===== src/rtl/ltssm_timer_scheduler.sv =====
// Single shared LTSSM timeout counter, arbitrated round-robin between the RX and TX masters.
// Each master sees only its own timeout flag; a losing or blocked request is parked as pending.
module ltssm_timer_scheduler #(
  parameter int TICKS_PER_US = 250,
  parameter int US_W         = 16
) (
  input  logic            clk,
  input  logic            reset,
  input  logic            rxStartTimer,
  input  logic            rxEnableTimer,
  input  logic [2:0]      rxTimeToWait,
  input  logic            txStartTimer,
  input  logic            txEnableTimer,
  input  logic [2:0]      txTimeToWait,
  output logic            rxTimeOut,
  output logic            txTimeOut,
  output logic            busy,
  output logic            owner,
  output logic [US_W-1:0] elapsedUs
);

  localparam int PRE_W = (TICKS_PER_US > 1) ? $clog2(TICKS_PER_US) : 1;

  typedef enum logic [1:0] {IDLE, RUN, EXPIRED} state_t;

  state_t            state, stateNext;
  logic [PRE_W-1:0]  preCnt, preCntNext;
  logic [US_W-1:0]   elapsedNext;
  logic [US_W-1:0]   limit, limitNext;
  logic              ownerNext;
  logic              lastGrant, lastGrantNext;
  logic              pendingRx, pendingRxNext;
  logic              pendingTx, pendingTxNext;

  logic              rxReq, txReq, rxCand, txCand;
  logic              grantRx, grantTx;
  logic              ownerEn, ownerReq;
  logic [2:0]        ownerCode;
  logic              busyNow;

  function automatic logic [US_W-1:0] decodeWait(input logic [2:0] code);
    case (code)
      3'd1:    return US_W'(12000);
      3'd2:    return US_W'(24000);
      3'd3:    return US_W'(48000);
      3'd4:    return US_W'(2000);
      3'd5:    return US_W'(8000);
      3'd6:    return US_W'(1000);
      default: return '0;
    endcase
  endfunction

  assign rxReq     = rxStartTimer & rxEnableTimer;
  assign txReq     = txStartTimer & txEnableTimer;
  assign rxCand    = rxEnableTimer & (rxStartTimer | pendingRx);
  assign txCand    = txEnableTimer & (txStartTimer | pendingTx);
  assign ownerEn   = owner ? txEnableTimer : rxEnableTimer;
  assign ownerReq  = owner ? txReq : rxReq;
  assign ownerCode = owner ? txTimeToWait : rxTimeToWait;
  assign busyNow   = (state != IDLE);

  always_ff @(posedge clk or posedge reset) begin
    if (reset) begin
      state     <= IDLE;
      preCnt    <= '0;
      elapsedUs <= '0;
      limit     <= '0;
      owner     <= 1'b0;
      lastGrant <= 1'b1;
      pendingRx <= 1'b0;
      pendingTx <= 1'b0;
    end else begin
      state     <= stateNext;
      preCnt    <= preCntNext;
      elapsedUs <= elapsedNext;
      limit     <= limitNext;
      owner     <= ownerNext;
      lastGrant <= lastGrantNext;
      pendingRx <= pendingRxNext;
      pendingTx <= pendingTxNext;
    end
  end

  always_comb begin
    stateNext     = state;
    preCntNext    = preCnt;
    elapsedNext   = elapsedUs;
    limitNext     = limit;
    ownerNext     = owner;
    lastGrantNext = lastGrant;
    grantRx       = 1'b0;
    grantTx       = 1'b0;
    case (state)
      IDLE: begin
        // On a tie, lastGrant=TX means RX goes next
        grantRx = rxCand & (~txCand | lastGrant);
        grantTx = txCand & (~rxCand | ~lastGrant);
        if (grantRx | grantTx) begin
          stateNext     = RUN;
          ownerNext     = grantTx;
          lastGrantNext = grantTx;
          limitNext     = decodeWait(grantTx ? txTimeToWait : rxTimeToWait);
          preCntNext    = '0;
          elapsedNext   = '0;
        end
      end
      RUN, EXPIRED: begin
        if (!ownerEn) begin
          stateNext = IDLE;
        end else if (ownerReq) begin
          stateNext   = RUN;
          limitNext   = decodeWait(ownerCode);
          preCntNext  = '0;
          elapsedNext = '0;
        end else if (state == RUN) begin
          // Limit compare happens before the count advances, so counters freeze on expiry
          if (elapsedUs == limit) begin
            stateNext = EXPIRED;
          end else if (preCnt == PRE_W'(TICKS_PER_US - 1)) begin
            preCntNext  = '0;
            elapsedNext = elapsedUs + 1'b1;
          end else begin
            preCntNext = preCnt + 1'b1;
          end
        end
      end
      default: stateNext = IDLE;
    endcase
    // A request that is not the owner's restart and not granted now is parked until enable drops
    pendingRxNext = rxEnableTimer & ~grantRx & (pendingRx | (rxReq & ~(busyNow & ~owner)));
    pendingTxNext = txEnableTimer & ~grantTx & (pendingTx | (txReq & ~(busyNow & owner)));
  end

  always_comb begin
    busy      = busyNow;
    rxTimeOut = (state == EXPIRED) & ~owner;
    txTimeOut = (state == EXPIRED) & owner;
  end

endmodule


===== config.mk =====
export PLATFORM = sky130hd
export DESIGN_NAME = ltssm_timer_scheduler
export DESIGN_NICKNAME = d
export VERILOG_FILES = /design/src/rtl/ltssm_timer_scheduler.sv
export SDC_FILE = /design/constraint.sdc
export NUM_CORES = 1
export LEC_CHECK = 0
export BUFFER_PORTS_ARGS = -buffer_cell sky130_fd_sc_hd__buf_2
export CAP_MARGIN = 40
export CORE_MARGIN = 2
export CORE_UTILIZATION = 50
export DETAILED_ROUTE_END_ITERATION = 8
export PLACE_DENSITY = 0.7
export SLEW_MARGIN = 30
export SYNTH_ARGS = -nofsm -noshare
export SYNTH_HDL_FRONTEND = slang
export SYNTH_SLANG_ARGS = --single-unit

===== constraint.sdc =====
create_clock -name clk -period 2.54 [get_ports clk]
set_clock_uncertainty 0.2 [all_clocks]
set_input_delay 0.254 -clock clk [delete_from_list [all_inputs] [get_ports clk]]
set_output_delay 0.254 -clock clk [all_outputs]
set_load 0.05 [all_outputs]

---- Yosys cells after proc, flatten, opt, wreduce, memory -nomap -nowiden ----
Index checks and enable logic that the tools add are counted.
word-level totals
  output and inout bits ................... 20
  flip-flop bits (word level) ............. 46
  input bits .............................. 12
  word-level logic and storage cells ...... 106
cells by class
  equality and inequality tests ........... 24
  bitwise gates (word level) .............. 31
  add/sub/neg operators ................... 2
  multiplexer cells ....................... 32
  reduce and logical (&&, ||, !) cells .... 9
operators with widths
  cell                   count
  $pmux 16 s6            2
  $mux 16                9
  $pmux 16 s2            2
  $mux 8                 6
  $eq 3x3->1 const B     6
  $add 16x1->16 const B  1
  $and 1x1->1            16
  $eq 16x16->1           1
  $pmux 8 s2             1
  $eq 3x2->1 const B     4
  $mux 2                 5
  $ne 3x3->1 const B     3
  $add 8x1->8 const B    1
  $eq 8x8->1 const B     1
  $ne 4x4->1 const B     2
  $not 1->1              8
  $or 1x1->1             7
  $eq 3x1->1 const B     2
  $mux 3                 2
  $ne 2x2->1 const B     3
  $reduce_and 6->1       1
  $reduce_and 5->1       1
  $mux 1                 4
  $pmux 2 s2             1
  other kinds (8)        9

---- Logic depth before layout (Yosys ltp) ----
  depth in word-level cells ............... 10
  gate-level depth with buffers ........... 10
  depth with buffers taken out ............ 8

---- Worst setup path before layout ----
Ideal clock, no wire load.
  path kind ............................... flip-flop to flip-flop
  from .................................... register owner
  to ...................................... register elapsedUs[10]
  setup time .............................. 78 ps
  cell stages (with the launch flop) ...... 8
  data arrival time ....................... 2103 ps
  data required time ...................... 2262 ps
  slack ................................... 159 ps
  buffers on the path ..................... 1
  clock period less this slack ............ 2381 ps
  cells stage by stage .................... dfrtp_1 > buf_4 > mux2i_1 > a21oi_2 > o211ai_2 > a21o_4 > or4_1 > a21oi_1
between the ends
  word-level cells in the longest chain between the ends .. 4
  elaborated cells between the ends (all ways) .. 10
  those cells by class .................... eq/ne (4); mux (5); reduce/logical (1)
ends and longest elaborated chain
  element                 line  source
  start, declared         18    output logic owner,
  start signal, assigned  77    owner <= ownerNext;
  $mux 1                  58    assign ownerReq = owner ? txReq : rxReq;
  $mux 16                 110   end else if (ownerReq) begin
  $mux 16                 108   if (!ownerEn) begin
  $pmux 16 s2             93    case (state)
  end signal, assigned    75    elapsedUs <= elapsedNext;
  end, declared           19    output logic [US_W-1:0] elapsedUs
Parallel ways exist; a longest one is shown, timed or not. The select of a mux whose other input is x is not followed.
A chain may end at the register's enable or synchronous reset.

---- Worst setup path in the final report ----
  from .................................... register state[1]
  to ...................................... register elapsedUs[6]
between the ends
  word-level cells in the longest chain between the ends .. 4
  elaborated cells between the ends (all ways) .. 12
  those cells by class .................... eq/ne (7); mux (1); reduce/logical (4)
ends and longest elaborated chain
  element                                             line     source
  start, declared                                     26       state_t state, stateNext;
  start signal, assigned                              73       state <= stateNext;
  $eq 2x1->1 / $eq 2x2->1 (equally long branches)     93, 115
  $reduce_or 2->1                                     93
  $ne 3x3->1 (no line), or another cell as far along  n/a
  $reduce_and 6->1 (no line)                          n/a
Parallel ways exist; a longest one is shown, timed or not.

==> flow_summary.ini <==
[synthesis]
synth_seq_cells = 43
avgSynthCellArea_sq_um = 8.62
yosys.area.top_type = dfrtp_1
syn_inst = 345
yosysMostFrequentCell = nand2_1
synthesis.area_sq_um = 2980
syn_nets = 365
synth_common_cells = nand2_1, dfrtp_1, nor2_1
synth_top_area_share_pct = 35.3
synth_edf_count = 0
seq_area_frac_synth_pct = 36.2
async_flop_share_pct = 100
synth_cell_types = 54
synth_area_leaders = dfrtp_1, nand2_1, xnor2_1
yosys_warnings = 0
synth-main-ff-cell = dfrtp_1

[setup_path]
arrival_ps = 2420
crit_slowest_cell = or4_1
cpMostUsedCell = inv_1
critPathRequiredTime_ps = 2570
crit_buf_inv = 2
worstPathCellList = inv_1 > ha_1 > inv_1 > nor4_4 > o211ai_2 > a21o_4 > or4_1 > a21oi_1
path_class = reg -> reg
endpoint_kind = register
cp-start-kind = register
critical_path.max_fanout = 13
critPathMaxStageDelay_ps = 500
critPathTopFamily = simple AND/OR/NAND/NOR gates

[sta]
slew_violations = 0
hold_violations = 0
tightest_slew_ps = 587
slew_headroom_pct = 60.6
tns_ps = 0
finalSetupViolations = 0
fin_crit_ps = 2390
rsz0062_at_grt = no
timing.final.crit_share_pct = 93.9
max_freq_mhz = 419

[clock_network]
clockRootBuffer = clkbuf_8
clk_latency_ps = 300
htree_num_levels = 2
path_clk_slew_ps = 90
cts_tree = done
clockBufferDepth = 2
cts_sinks = 43
cts_made_buffers = 5

[die]
core-area_sq_um = 5850
dieArea_sq_um = 6580
die_width_um = 81.1
rows = 28
ios = 32
die_y_um = 81.1
start_util_pct = 50.9

[global_routing]
antenna_found_initial = 0
track_usage_pct = 22.0
grt_pass1_vias = 2367
overflow = 0
grt_max_degree = 44
grt_pass1_wl_mm = 11.4

[drt]
routed_wl_mm = 6.94
num_vias = 2733
antenna_left = 0
avgViaCountPerCell = 5.97
first_pass_iters = 4
drtIter0Drc = 233
wl_per_cell_um = 15.2
drc = 0

[cells_and_area]
drive_gt1_share_pct = 19.1
fillCellCount = 545
nets = 402
areaGrowthSynthToFinish_pct = 13.8
diodes = 0
finish.utilization_pct = 57.9

[placed_design]
place_hpwl_mm = 4.99
io_buffers = 31
gp_congestion = 0.900

[hold_path]
min_path_type = in -> reg

[job]
max-cap-violations = 0

[status]
status = finished, final reports clean

[power_and_ir_drop]
leakagePower_nw = 1.50
vdd_drop_max_mv = 0.574
p_per_area_nw_per_um2 = 969
cells in the final DEF (no fill, tap or decap), types with 2 or more instances in the layout:
cell type,count
a211oi_1,2
a21boi_0,2
a21o_1,4
a21oi_1,23
a21oi_2,3
a221o_1,3
a22o_1,8
and3_1,3
buf_2,31
buf_4,15
clkbuf_8,6
dfrtp_1,42
ha_1,7
inv_1,10
mux2_2,4
mux2i_1,11
nand2_1,44
nand2b_1,3
nand3_1,10
nand3b_1,2
nand4_1,7
nor2_1,24
nor2b_1,3
nor3_1,13
nor4_2,2
o211ai_1,3
o211ai_2,2
o21ai_0,20
o21ai_1,10
o22a_1,2
o31ai_1,11
or3_1,7
or4_1,6
xnor2_1,15
cells by family after synthesis:
group                      share of synthesized area (%)
buffers and inverters                               4.42
adders and majority gates                           3.36
AOI/OAI and AO/OA                                   23.7
xor gates and xnor gates                            4.42
DFF                                                 36.2
and+or+nand+nor                                     22.7
muxes                                               5.21
report_power, final:
part           internal [mW]  switching [mW]
combinational          0.650            1.08
sequential             0.849           0.146
clock                  0.318           0.241
worst reg2reg max path, stage by stage, from the launching register on:
cell and delay (ps):
dfrtp_1 400, inv_1 90, ha_1 170, inv_1 70
nor4_4 310, o211ai_2 150, a21o_4 260, or4_1 500
a21oi_1 160
final timing paths:
kind / startpoint / end / slack [ps] / depth (start not counted)
max in group asynchronous: reset / limit[3] / 1340 / 4
min in group asynchronous: reset / preCnt[1] / 410 / 4
worst min-delay path: txEnableTimer / pendingTx / 30 / 3
worst min register to register: limit[4] / limit[4] / 300 / 2
worst max register to register: state[1] / elapsedUs[6] / 150 / 8
worst max-delay path: state[1] / elapsedUs[6] / 150 / 8
final cells by class:
type,instances,area [sq um],area share (%)
Timing Repair Buffer,47,278,8.20
Tap cell,75,93.8,2.77
Clock inverter,2,35.0,1.03
Clock buffer,6,82.6,2.44
Inverter,11,41.3,1.22
Multi-Input combinational cell,274,1780,52.5
Sequential cell,43,1080,31.8
layer usage:
metal | global-route usage (%) | part of all wire, % | up-vias
met5 | 0 | 0 | -
met4 | 5.08 | 1.2 | 0
met3 | 3.56 | 4.7 | 8
met2 | 35.3 | 46 | 86
met1 | 31.3 | 48 | 1298
li1 | - | - | 1341
sequential cells by signal, summed over array words and instances, names as in the netlist:
register   cells
pendingTx      1
owner          1
state          2
limit         13
pendingRx      1
preCnt         8
lastGrant      1
elapsedUs     16
metrics by stage:
stage | setup WS, ps | power (mW) | instance area (sq um) | instances | hold WS, ps
floorplan | 159 | 2.34 | 2980 | 345 | 187
global placement | 208 | 2.67 | 3240 | 447 | 217
detailed placement | 133 | 2.70 | 3240 | 447 | 220
CTS | 126 | 3.26 | 3370 | 456 | 23.4
global route | 14.7 | 3.55 | 3390 | 458 | 49.1
finish | 155 | 3.28 | 3390 | 458 | 29.5
what timing repair did:
item	in CTS	in global routing
endpoints found under the setup margin	0	4
endpoints found under the hold margin	42	0
hold buffers	1	0
buffers inserted	0	1
gates resized for setup	0	1
Power figures use the tool's default switching activity.
